[config.mk]
export PLATFORM = sky130hd
export DESIGN_NAME = exp_time_ctrl_gen2
export DESIGN_NICKNAME = d
export VERILOG_FILES = /design/src/rtl/exp_time_ctrl_gen2.sv
export SDC_FILE = /design/constraint.sdc
export NUM_CORES = 1
export LEC_CHECK = 0
export ABC_CLOCK_PERIOD_IN_PS = 1900
export BUFFER_PORTS_ARGS = -buffer_cell sky130_fd_sc_hd__buf_2
export CORE_ASPECT_RATIO = 1.2
export CORE_MARGIN = 10
export CORE_UTILIZATION = 50
export CTS_BUF_LIST = sky130_fd_sc_hd__clkbuf_16
export DETAILED_ROUTE_END_ITERATION = 6
export PLACE_DENSITY = 0.84
export SYNTH_ARGS = -nofsm -noshare
export SYNTH_HDL_FRONTEND = slang
export SYNTH_SLANG_ARGS = --single-unit
[constraint.sdc]
create_clock -name i_Clock -period 1.9 [get_ports i_Clock]
set_input_delay 0.285 -clock i_Clock [delete_from_list [all_inputs] [get_ports i_Clock]]
set_output_delay 0.285 -clock i_Clock [all_outputs]
set_load 0.01 [all_outputs]
[src/rtl/exp_time_ctrl_gen2.sv]
// rtl/exp_time_ctrl_gen2.sv - parametrised exposure-time controller (setting, countdown, done pulse)
//
// Ports:
//   i_Clock        system clock, rising edge
//   i_Reset_n      asynchronous active-low reset
//   i_Main_FSM     main FSM state: 00 IDLE, 01 EXPOSURE, 10/11 READOUT
//   i_Exp_increase increase button level (already synchronised)
//   i_Exp_decrease decrease button level (already synchronised)
//   o_exp_setting  current exposure setting
//   o_count_time   remaining exposure cycles
//   o_exp_done     one-cycle pulse when a full exposure completes
//   o_exp_active   high while the countdown is running
//
// Optional feature macro: AUTO_REPEAT_EN (hold-to-repeat of the buttons in IDLE).

module exp_time_ctrl_gen2 #(
    parameter int WIDTH        = 5,
    parameter int MIN_TIME     = 2,
    parameter int MAX_TIME     = 30,
    parameter int DEF_TIME     = 2,
    parameter int STEP         = 1,
    parameter int REPEAT_DELAY = 8,
    parameter int REPEAT_RATE  = 4
) (
    input  logic             i_Clock,
    input  logic             i_Reset_n,
    input  logic [1:0]       i_Main_FSM,
    input  logic             i_Exp_increase,
    input  logic             i_Exp_decrease,
    output logic [WIDTH-1:0] o_exp_setting,
    output logic [WIDTH-1:0] o_count_time,
    output logic             o_exp_done,
    output logic             o_exp_active
);

    localparam logic [1:0] ST_IDLE     = 2'b00;
    localparam logic [1:0] ST_EXPOSURE = 2'b01;

    // Arithmetic runs one bit wider than the setting so saturation never wraps.
    localparam logic [WIDTH:0] STEP_W = (WIDTH+1)'(STEP);
    localparam logic [WIDTH:0] MIN_W  = (WIDTH+1)'(MIN_TIME);
    localparam logic [WIDTH:0] MAX_W  = (WIDTH+1)'(MAX_TIME);

    if (!(MIN_TIME >= 1 && MIN_TIME <= DEF_TIME && DEF_TIME <= MAX_TIME &&
          MAX_TIME <= (1 << WIDTH) - 1 && STEP >= 1 &&
          REPEAT_RATE >= 1 && REPEAT_RATE <= REPEAT_DELAY)) begin : g_param_error
        $error("exp_time_ctrl_gen2: illegal parameter combination");
    end

    logic [WIDTH-1:0] setting_q, setting_d;
    logic [WIDTH-1:0] count_q, count_d;
    logic             done_q, done_d;
    logic             active_q, active_d;
    logic             inc_prev, dec_prev;
    logic             inc_edge, dec_edge;
    logic             do_inc, do_dec;
    logic [WIDTH:0]   inc_sum;
    logic [WIDTH:0]   dec_limit;

`ifdef AUTO_REPEAT_EN
    localparam int HW = $clog2(REPEAT_DELAY + 1);
    logic [HW-1:0] hold_q, hold_d;
    logic          repeat_step;
`endif

    always_comb begin
        inc_edge  = i_Exp_increase & ~inc_prev;
        dec_edge  = i_Exp_decrease & ~dec_prev;
        inc_sum   = {1'b0, setting_q} + STEP_W;
        dec_limit = MIN_W + STEP_W;
`ifdef AUTO_REPEAT_EN
        repeat_step = 1'b0;
        hold_d      = '0;
        if (i_Main_FSM == ST_IDLE) begin
            if (inc_edge || dec_edge) begin
                hold_d = HW'(1);
            end else if ((i_Exp_increase || i_Exp_decrease) && hold_q != '0) begin
                // hold_q != 0 means this hold began with an accepted edge in IDLE
                if (hold_q == HW'(REPEAT_DELAY)) begin
                    repeat_step = 1'b1;
                    hold_d      = HW'(REPEAT_DELAY - REPEAT_RATE + 1);
                end else begin
                    hold_d = hold_q + HW'(1);
                end
            end
        end
        do_inc = inc_edge | (repeat_step & i_Exp_increase);
        do_dec = ~do_inc & (dec_edge | (repeat_step & ~i_Exp_increase & i_Exp_decrease));
`else
        do_inc = inc_edge;
        do_dec = ~inc_edge & dec_edge;
`endif

        setting_d = setting_q;
        count_d   = count_q;
        done_d    = 1'b0;
        active_d  = 1'b0;

        case (i_Main_FSM)
            ST_IDLE: begin
                if (do_inc) begin
                    setting_d = (inc_sum > MAX_W) ? MAX_W[WIDTH-1:0] : inc_sum[WIDTH-1:0];
                end else if (do_dec) begin
                    setting_d = ({1'b0, setting_q} < dec_limit) ? MIN_W[WIDTH-1:0]
                                                                : setting_q - STEP_W[WIDTH-1:0];
                end
                count_d = setting_d;
            end
            ST_EXPOSURE: begin
                if (count_q != '0) begin
                    count_d  = count_q - WIDTH'(1);
                    active_d = 1'b1;
                    done_d   = (count_q == WIDTH'(1));
                end
            end
            default: begin
                count_d = '0;
            end
        endcase
    end

    always_ff @(posedge i_Clock or negedge i_Reset_n) begin
        if (!i_Reset_n) begin
            setting_q <= WIDTH'(DEF_TIME);
            count_q   <= '0;
            done_q    <= 1'b0;
            active_q  <= 1'b0;
            inc_prev  <= 1'b0;
            dec_prev  <= 1'b0;
        end else begin
            setting_q <= setting_d;
            count_q   <= count_d;
            done_q    <= done_d;
            active_q  <= active_d;
            // Sampled in every state so a press held across EXPOSURE/READOUT is not re-counted.
            inc_prev  <= i_Exp_increase;
            dec_prev  <= i_Exp_decrease;
        end
    end

`ifdef AUTO_REPEAT_EN
    always_ff @(posedge i_Clock or negedge i_Reset_n) begin
        if (!i_Reset_n) begin
            hold_q <= '0;
        end else begin
            hold_q <= hold_d;
        end
    end
`endif

    assign o_exp_setting = setting_q;
    assign o_count_time  = count_q;
    assign o_exp_done    = done_q;
    assign o_exp_active  = active_q;

endmodule

======== Yosys cells after proc, flatten, opt, wreduce, memory -nomap -nowiden ========
Cells that the tools add are included.
storage, ports and cells
  bits in registers ....................... 14
  bits of input ports ..................... 6
  output and inout bits ................... 12
  logic and storage cells ................. 32
operators by class
  add/subtract/negate cells ............... 3
  order comparisons ....................... 2
  eq/ne operators ......................... 3
  multiplexer cells ....................... 10
  bitwise logic cells ..................... 6
  reductions and logical operators ........ 2
operators by type and width
  operator             count
  $mux 5               5
  $pmux 5 s2           1
  $sub 5x1->5 const B  2
  $add 5x1->6 const B  1
  $gt 6x5->1 const B   1
  $eq 5x1->1 const B   1
  $lt 5x2->1 const B   1
  $reduce_bool 5->1    1
  $mux 1               4
  $and 1x1->1          3
  $not 1->1            3
  $eq 2x1->1 const B   1
  $logic_not 2->1      1
  $ne 2x2->1 const B   1

======== Longest topological paths before layout ========
Gate-level depths: netlist (run 1).
  word-level depth ........................ 7
  mapped depth ............................ 6
  depth with buffers taken out ............ 6

======== Worst setup path after synthesis (run 1) ========
OpenSTA, ideal clock, no wires.
  path kind ............................... reg-to-reg
  from .................................... reg setting_q[1] (netlist: o_exp_setting[1])
  to ...................................... reg count_q[0] (netlist: o_count_time[0])
  arrival ................................. 1.500 ns
  required time ........................... 1.770 ns
  setup slack ............................. 0.270 ns
  cell stages (with the launch flop) ...... 7
  buffers on the path ..................... 0
  cell sequence ........................... dfstp_2 inv_1 ha_1 and4b_1 a21oi_1 nor3_1 o22ai_1
between the ends
  longest elaborated chain between the ends .. 5
RTL lines
  element                                    line      text
  start: declaration                         50        logic [WIDTH-1:0] setting_q, setting_d;
  start signal: assignment                   124       setting_q <= WIDTH'(DEF_TIME);
  start signal: assignment                   131       setting_q <= setting_d;
  $add 5x1->6 or $lt 5x2->1 (tied branches)  69, 104
  $gt 6x5->1 or $mux 5 (tied branches)       102, 104
  $mux 5 (on tied branches)                  102, 103
  $mux 5 (*)                                 101       if (do_inc) begin
  $pmux 5 s2 (*)                             99        case (i_Main_FSM)
  end signal: assignment                     132       count_q <= count_d;
  end: declaration                           51        logic [WIDTH-1:0] count_q, count_d;
Every way passes the cells marked *; elsewhere a longest branch is shown, timed or not.
A chain may end at the register's enable or synchronous reset.

======== Final worst setup path (run 1) ========
  from .................................... reg setting_q[1] (netlist: o_exp_setting[1])
  to ...................................... reg count_q[4] (netlist: o_count_time[4])
between the ends
  longest elaborated chain between the ends .. 5
RTL lines
  element                               line      text
  $add 5x1->6 (tied with other cells)   69        inc_sum = {1'b0, setting_q} + STEP_W;
  $gt 6x5->1 or $mux 5 (tied branches)  102, 104
  $mux 5 (on tied branches)             102, 103
  $mux 5 (*)                            101
  $pmux 5 s2 (*)                        99
Marked as above.

==> metrics.txt, run 1 <==
worst slew margin relative to its limit=70.13%; Setup Total Neg Slack=0 ns; Slew @ Worst Pin=0.4472 ns; Data required, critical path=2.03 ns; register area share after synthesis=35.93%; logic depth of the worst register-to-register path=6; most used cells in the layout excluding fill and tap cells=buf_2, dfrtp_1, nor2_1, nand2_1; number of nets produced by synthesis=114; Crit. End Element=flip-flop; Synth Warn #=0; slowest cell delay on critical path=0.60 ns; launching instance or port of the critical path=o_exp_setting[1]; antenna viol nets, final=0; height of the chip=68.46 um; number of stages on the worst setup path=6; number of standard cells in the final layout excluding fillers=143; core region area=1851 um2; fraction of power consumed by the clock network=30.8%; width of the die=60.38 um; First-pass DRT Iterations=4; category of cells accounting for the largest share of critical-path delay=flip-flops; total vias in the final route=834; number of H-tree levels=1; DR vias/cell=5.832; placed insts=138; Synth Instances=103; combined global-route utilization of all metal layers=11.55%; switching share of power=35.60%; number of buffers created by CTS=3; type of the worst min-delay path=in -> reg; critical path peak fanout=9; growth of design area from synthesis to finish=19.82%; CTS Root Cell=clkbuf_16; result of the run=complete, no violations; combinational fraction of design power=32.7%; Max IR drop VDD=752.7 uV; number of remaining DRC errors=0; total number of clock tree sinks=14; Total Routed Length=2197 um; clock latency at the later pin of the worst-skew pair=0.24 ns; Synth Flop Type=dfrtp_1; min cycle time layout=1.701 ns; library cell occupying the most area in the post-synthesis netlist=dfrtp_1; count of antenna diodes in the layout=0; post-CTS setup buffer count=0; minimum setup slack among reg-to-reg paths=0.20 ns; critical register-to-register path startpoint=o_exp_setting[1]; critical path class=reg -> reg; number of antenna violations at the first check in global routing=0; initial detailed-routing violation count=18; synthesized area divided by synthesized cell count=9.499 um2; highest achievable clock rate=588.0 MHz; number of port buffers=17; via count of the first global-routing pass=875; maximum number of pins on one net before global-route repair=15; number of storage elements in the synthesis netlist=14; critical path data arrival time=1.83 ns; netlist area before placement=978.4 um2; skew final=0.001209 ns; nature of the critical path startpoint=flip-flop; total power per unit cell area=1104 nW/um2; RSZ-0062 raised after global routing=no; async set or reset register ratio after synthesis=100.0%; internal power contribution=0.8336 mW; io pins=18; final critical-path setup slack=0.1993 ns; Slowest-stage cell, CP=dfstp_2; share of layout cells above drive strength 1=28.23%; final-report hold violation count=0; count of unique library cells instantiated by Yosys=46; count of endpoints failing setup in the final report=0; count of flip-flops with a built-in enable after synthesis=0; Remaining Overflow, GRT=0; final cycle utilization of the critical path=89.51%; worst flop-to-flop path endpoint=o_count_time[4]; number of placement rows=17; die area=4134 um2; post-detailed-placement half-perimeter wirelength=1679 um; clock tree from TritonCTS=yes; Longest Clk Path Bufs=2; Nets=136; proportion of netlist area held by the largest area contributor=33.25%; number of fillers in the final layout=167; routed length per instance=15.36 um; top area cells in the synthesized netlist=dfrtp_1, ha_1, a21oi_1; pre-CTS WS=0.1774 ns; Worst setup endpoint=o_count_time[4]; final weighted congestion of routability-driven global placement=0.9168; commonest non-fill, non-tap cell in the layout=buf_2; relative contribution of sequential cells to total power=36.5%; effective utilization at floorplan=52.87%; first-pass GRT wire length=3753 um; maxcap violations=0; switching power summed over all nets=0.4609 mW; Leakage=0.5627 nW; Reg clk slew, reported paths=0.05 ns; Final Max Tran Viols=0; critical path cell sequence=inv_1, ha_1, nand3b_1, nor4_4, a31o_1, o211a_1; Buf/Inv on CP=1
-- repair_timing --
| item | in CTS | in global routing |
|---|---|---|
| gates resized for setup | 0 | 1 |
| setup endpoints to repair | 0 | 1 |
| hold buffers | 1 | 0 |
| endpoints found under the hold margin | 13 | 0 |
-- through the flow --
stage	area (um2)	hold WS [ns]	power, mW	utilization, %
2_1_floorplan	978.4	-0.01059	0.7762	-
3_3_place_gp	1079	0.2042	0.8863	58.28
3_5_place_dp	1079	0.2049	0.8975	58.28
4_1_cts	1167	0.1731	1.306	63.08
5_1_grt	1172	0.1769	1.382	63.35
6_report	1172	0.1769	1.294	63.35
-- worst register-to-register path, cell delays in order (launching register included) --
cell and delay, ns:
dfstp_2 0.60, inv_1 0.08, ha_1 0.18, nand3b_1 0.18, nor4_4 0.06, a31o_1 0.25
o211a_1 0.23
-- metal layers --
metal	up-vias	GRT usage [%]	part of all wire, %
met3	6	2.407	6.4
met1	392	12.84	42
met5	-	0	0
met4	0	6.742	2.2
li1	414	-	-
met2	22	19.72	50
-- cell type report --
| type | instances | area, um2 | share of cell area [%] |
|---|---|---|---|
| repair buffers | 19 | 102.6 | 8.751 |
| well taps | 19 | 23.77 | 2.028 |
| clock inverters | 1 | 3.754 | 0.3202 |
| clock buffers | 3 | 75.07 | 6.403 |
| multi-input cells | 81 | 593.1 | 50.59 |
| inverters | 6 | 22.52 | 1.921 |
| flip-flops and latches | 14 | 351.6 | 29.99 |
-- how the worst min path moves through the flow --
stage | from | end | depth (start not counted) | slack (ns)
after global placement | i_Reset_n | o_count_time[2] | 1 | 0.20
after CTS | i_Exp_decrease | dec_prev | 1 | 0.17
final | i_Exp_decrease | dec_prev | 1 | 0.18
after detailed placement | i_Reset_n | o_count_time[1] | 1 | 0.20
after global routing | i_Exp_decrease | dec_prev | 1 | 0.18
after floorplan | i_Reset_n | dec_prev | 0 | -0.01
-- cell usage after synthesis, types with 2 or more instances --
master and count:
nor3_1 3, and4_1 2, nand2_1 8, o21ai_1 3
xor2_1 2, or2_2 2, a211oi_2 2, nor2_1 8
nand3_1 2, nor2b_1 2, a21oi_1 6, nand2b_1 3
xnor2_1 3, dfrtp_1 13, o211a_1 2, o21ai_0 3
inv_1 6, ha_1 5
-- cell families after synthesis --
logic type	share of synthesized area, %
AND/OR/NAND/NOR	30.44
adder cells (fa/ha/maj)	6.394
AO/OA/AOI/OAI	18.80
buffers and inverters	3.963
XOR/XNOR	4.477
flip-flops	35.93
-- flip-flops by register name, indices dropped and copies added, names as in the netlist --
register	flops
dec_prev	1
inc_prev	1
o_count_time	5
o_exp_active	1
o_exp_done	1
o_exp_setting	5
-- power by group through the flow --
stage | clock (mW) | sequential (mW) | combinational [mW]
2_1_floorplan | 0 | 0.461 | 0.315
3_3_place_gp | 0 | 0.473 | 0.413
3_5_place_dp | 0 | 0.478 | 0.420
4_1_cts | 0.406 | 0.471 | 0.428
5_1_grt | 0.415 | 0.487 | 0.479
6_report | 0.398 | 0.473 | 0.423
No activity file was read; power rests on OpenSTA's default activity.
==> run 2, diff against run 1 <==
- ABC_AREA: not set -> 0
- ABC_CLOCK_PERIOD_IN_PS: 1900 -> 1420
- BUFFER_PORTS_ARGS: -buffer_cell sky130_fd_sc_hd__buf_2 -> -buffer_cell sky130_fd_sc_hd__buf_4
- CORE_UTILIZATION: 50 -> 48
- clock period: 1.9 -> 1.42 ns (I/O delays scaled with it)
==> metrics.txt, run 2 (synthesized netlist as in run 1, its figures left out) <==
result of the run=complete, but fails checks; violated checks=negative setup slack; CTS Root Cell=clkbuf_16; Crit. End Element=flip-flop; combined global-route utilization of all metal layers=13.45% (+1.9 points); count of endpoints failing setup in the final report=10 (+10); sum of internal, switching and leakage power=1.992 mW (+54%); die area=4252 um2 (+2.9%); critical path data arrival time=1.68 ns (-0.15 ns); clock tree from TritonCTS=yes; DR vias/cell=6.155 (+5.5%); number of antenna violations at the first check in global routing=0 (unchanged); maximum number of pins on one net before global-route repair=15 (unchanged); post-detailed-placement half-perimeter wirelength=2027 um (+21%); min cycle time layout=1.550 ns (-0.1504 ns); Total Routed Length=2802 um (+28%); initial detailed-routing violation count=21 (+3); Remaining Overflow, GRT=0 (unchanged); total vias in the final route=954 (+14%); Setup Total Neg Slack=-0.8769 ns (-0.8769 ns); skew final=0.0008628 ns (-0.0003465 ns); commonest non-fill, non-tap cell in the layout=buf_4; number of H-tree levels=1 (unchanged); core occupancy in the finished layout=72.11% (+8.8 points); number of placement rows=17 (unchanged); Leakage=0.6289 nW (+12%); first-pass GRT wire length=4602 um (+23%); share of layout cells above drive strength 1=42.65% (+14 points); number of buffers created by CTS=3 (unchanged); count of antenna diodes in the layout=0 (unchanged); routed length per instance=18.08 um (+18%); total power per unit cell area=1459 nW/um2 (+32%); First-pass DRT Iterations=4 (unchanged); growth of design area from synthesis to finish=39.51%; final cycle utilization of the critical path=109.2% (+20 points); nature of the critical path startpoint=flip-flop; most used cells in the layout excluding fill and tap cells=buf_4, dfrtp_1, nor2_1, nand2_1, inv_1; clock latency at the later pin of the worst-skew pair=0.24 ns (about the same); final weighted congestion of routability-driven global placement=0.9274 (+1.2%); type of the worst min-delay path=in -> reg; critical path peak fanout=4 (-5); number of remaining DRC errors=0 (unchanged); Nets=148 (+8.8%); pre-CTS WS=-0.1246 ns (-0.3019 ns); highest achievable clock rate=645.1 MHz (+9.7%); effective utilization at floorplan=51.69% (-1.2 points); core region area=1893 um2 (+2.3%); Data required, critical path=1.55 ns (-0.48 ns); maxcap violations=0 (unchanged); Longest Clk Path Bufs=2 (unchanged); critical path class=reg -> reg; Slew @ Worst Pin=0.3991 ns (-0.04809 ns); height of the chip=69.46 um (+1.5%); via count of the first global-routing pass=1039 (+19%); number of fillers in the final layout=132 (-21%); Final Max Tran Viols=0 (unchanged); worst slew margin relative to its limit=73.16% (+3.0 points); width of the die=61.22 um (+1.4%); Reg clk slew, reported paths=0.05 ns (about the same); RSZ-0062 raised after global routing=yes; number of port buffers=17 (unchanged); Max IR drop VDD=839.1 uV (+11%); antenna viol nets, final=0 (unchanged); final critical-path setup slack=-0.1302 ns (-0.3296 ns); total number of clock tree sinks=14 (unchanged); io pins=18 (unchanged); final-report hold violation count=0 (unchanged)
-- run 2: worst max-delay path, stage by stage (launching register included) --
cell      delay [ns]
dfstp_2         0.56
inv_2           0.06
ha_4            0.15
nand3b_1        0.17
nor4_4          0.06
a31o_1          0.20
o211a_1         0.23
-- run 2: what timing repair did --
item | in CTS | in global routing
hold buffers | 1 | 0
endpoints found under the setup margin | 10 | 10
pin swaps | 2 | 1
gates resized for setup | 4 | 7
hold endpoints to repair | 13 | 0
buffers inserted | 0 | 0
-- run 2: area by class of cell --
class,instances,area (um2),share of cell area (%)
clock buffers,3,75.07,5.500
repair buffers,31,235.2,17.23
clock inverters,1,3.754,0.2750
multi-input cells,81,651.9,47.75
inverters,6,22.52,1.650
well taps,19,23.77,1.742
flip-flops and latches,14,352.8,25.85
-- run 2: layer usage --
metal | track usage, % | up-vias | wire, um
met1 | 14.59 | 467 | 1092
li1 | - | 435 | -
met4 | 6.801 | 0 | 89
met5 | 0 | - | 0
met3 | 3.108 | 11 | 196
met2 | 22.79 | 41 | 1424
-- run 2: final timing paths --
check / from / end / slack [ns] / cells past startpoint
hold reg to reg: o_count_time[4] / o_exp_done / 0.57 / 1
hold / removal: i_Exp_decrease / dec_prev / 0.09 / 1
max in group asynchronous: i_Reset_n / o_exp_setting[1] / 0.82 / 2
setup reg to reg: o_exp_setting[1] / o_count_time[4] / -0.13 / 6
setup / recovery: o_exp_setting[1] / o_count_time[4] / -0.13 / 6
min in group asynchronous: i_Reset_n / o_count_time[1] / 0.36 / 2
-- run 2: metrics by stage --
step           instances  area [um2]  hold slack, ns
5_1_grt              155        1365         0.09665
3_3_place_gp         150        1225         0.07322
3_5_place_dp         150        1225         0.07450
4_1_cts              155        1338         0.09263
2_1_floorplan        103       992.2        -0.08259
6_report             155        1365         0.09229
-- run 2: report_power, final --
group	leakage [nW]	switching, mW	internal [mW]
Combinational	0.412	0.432	0.415
Sequential	0.178	0.128	0.477
Clock	0.0385	0.167	0.373
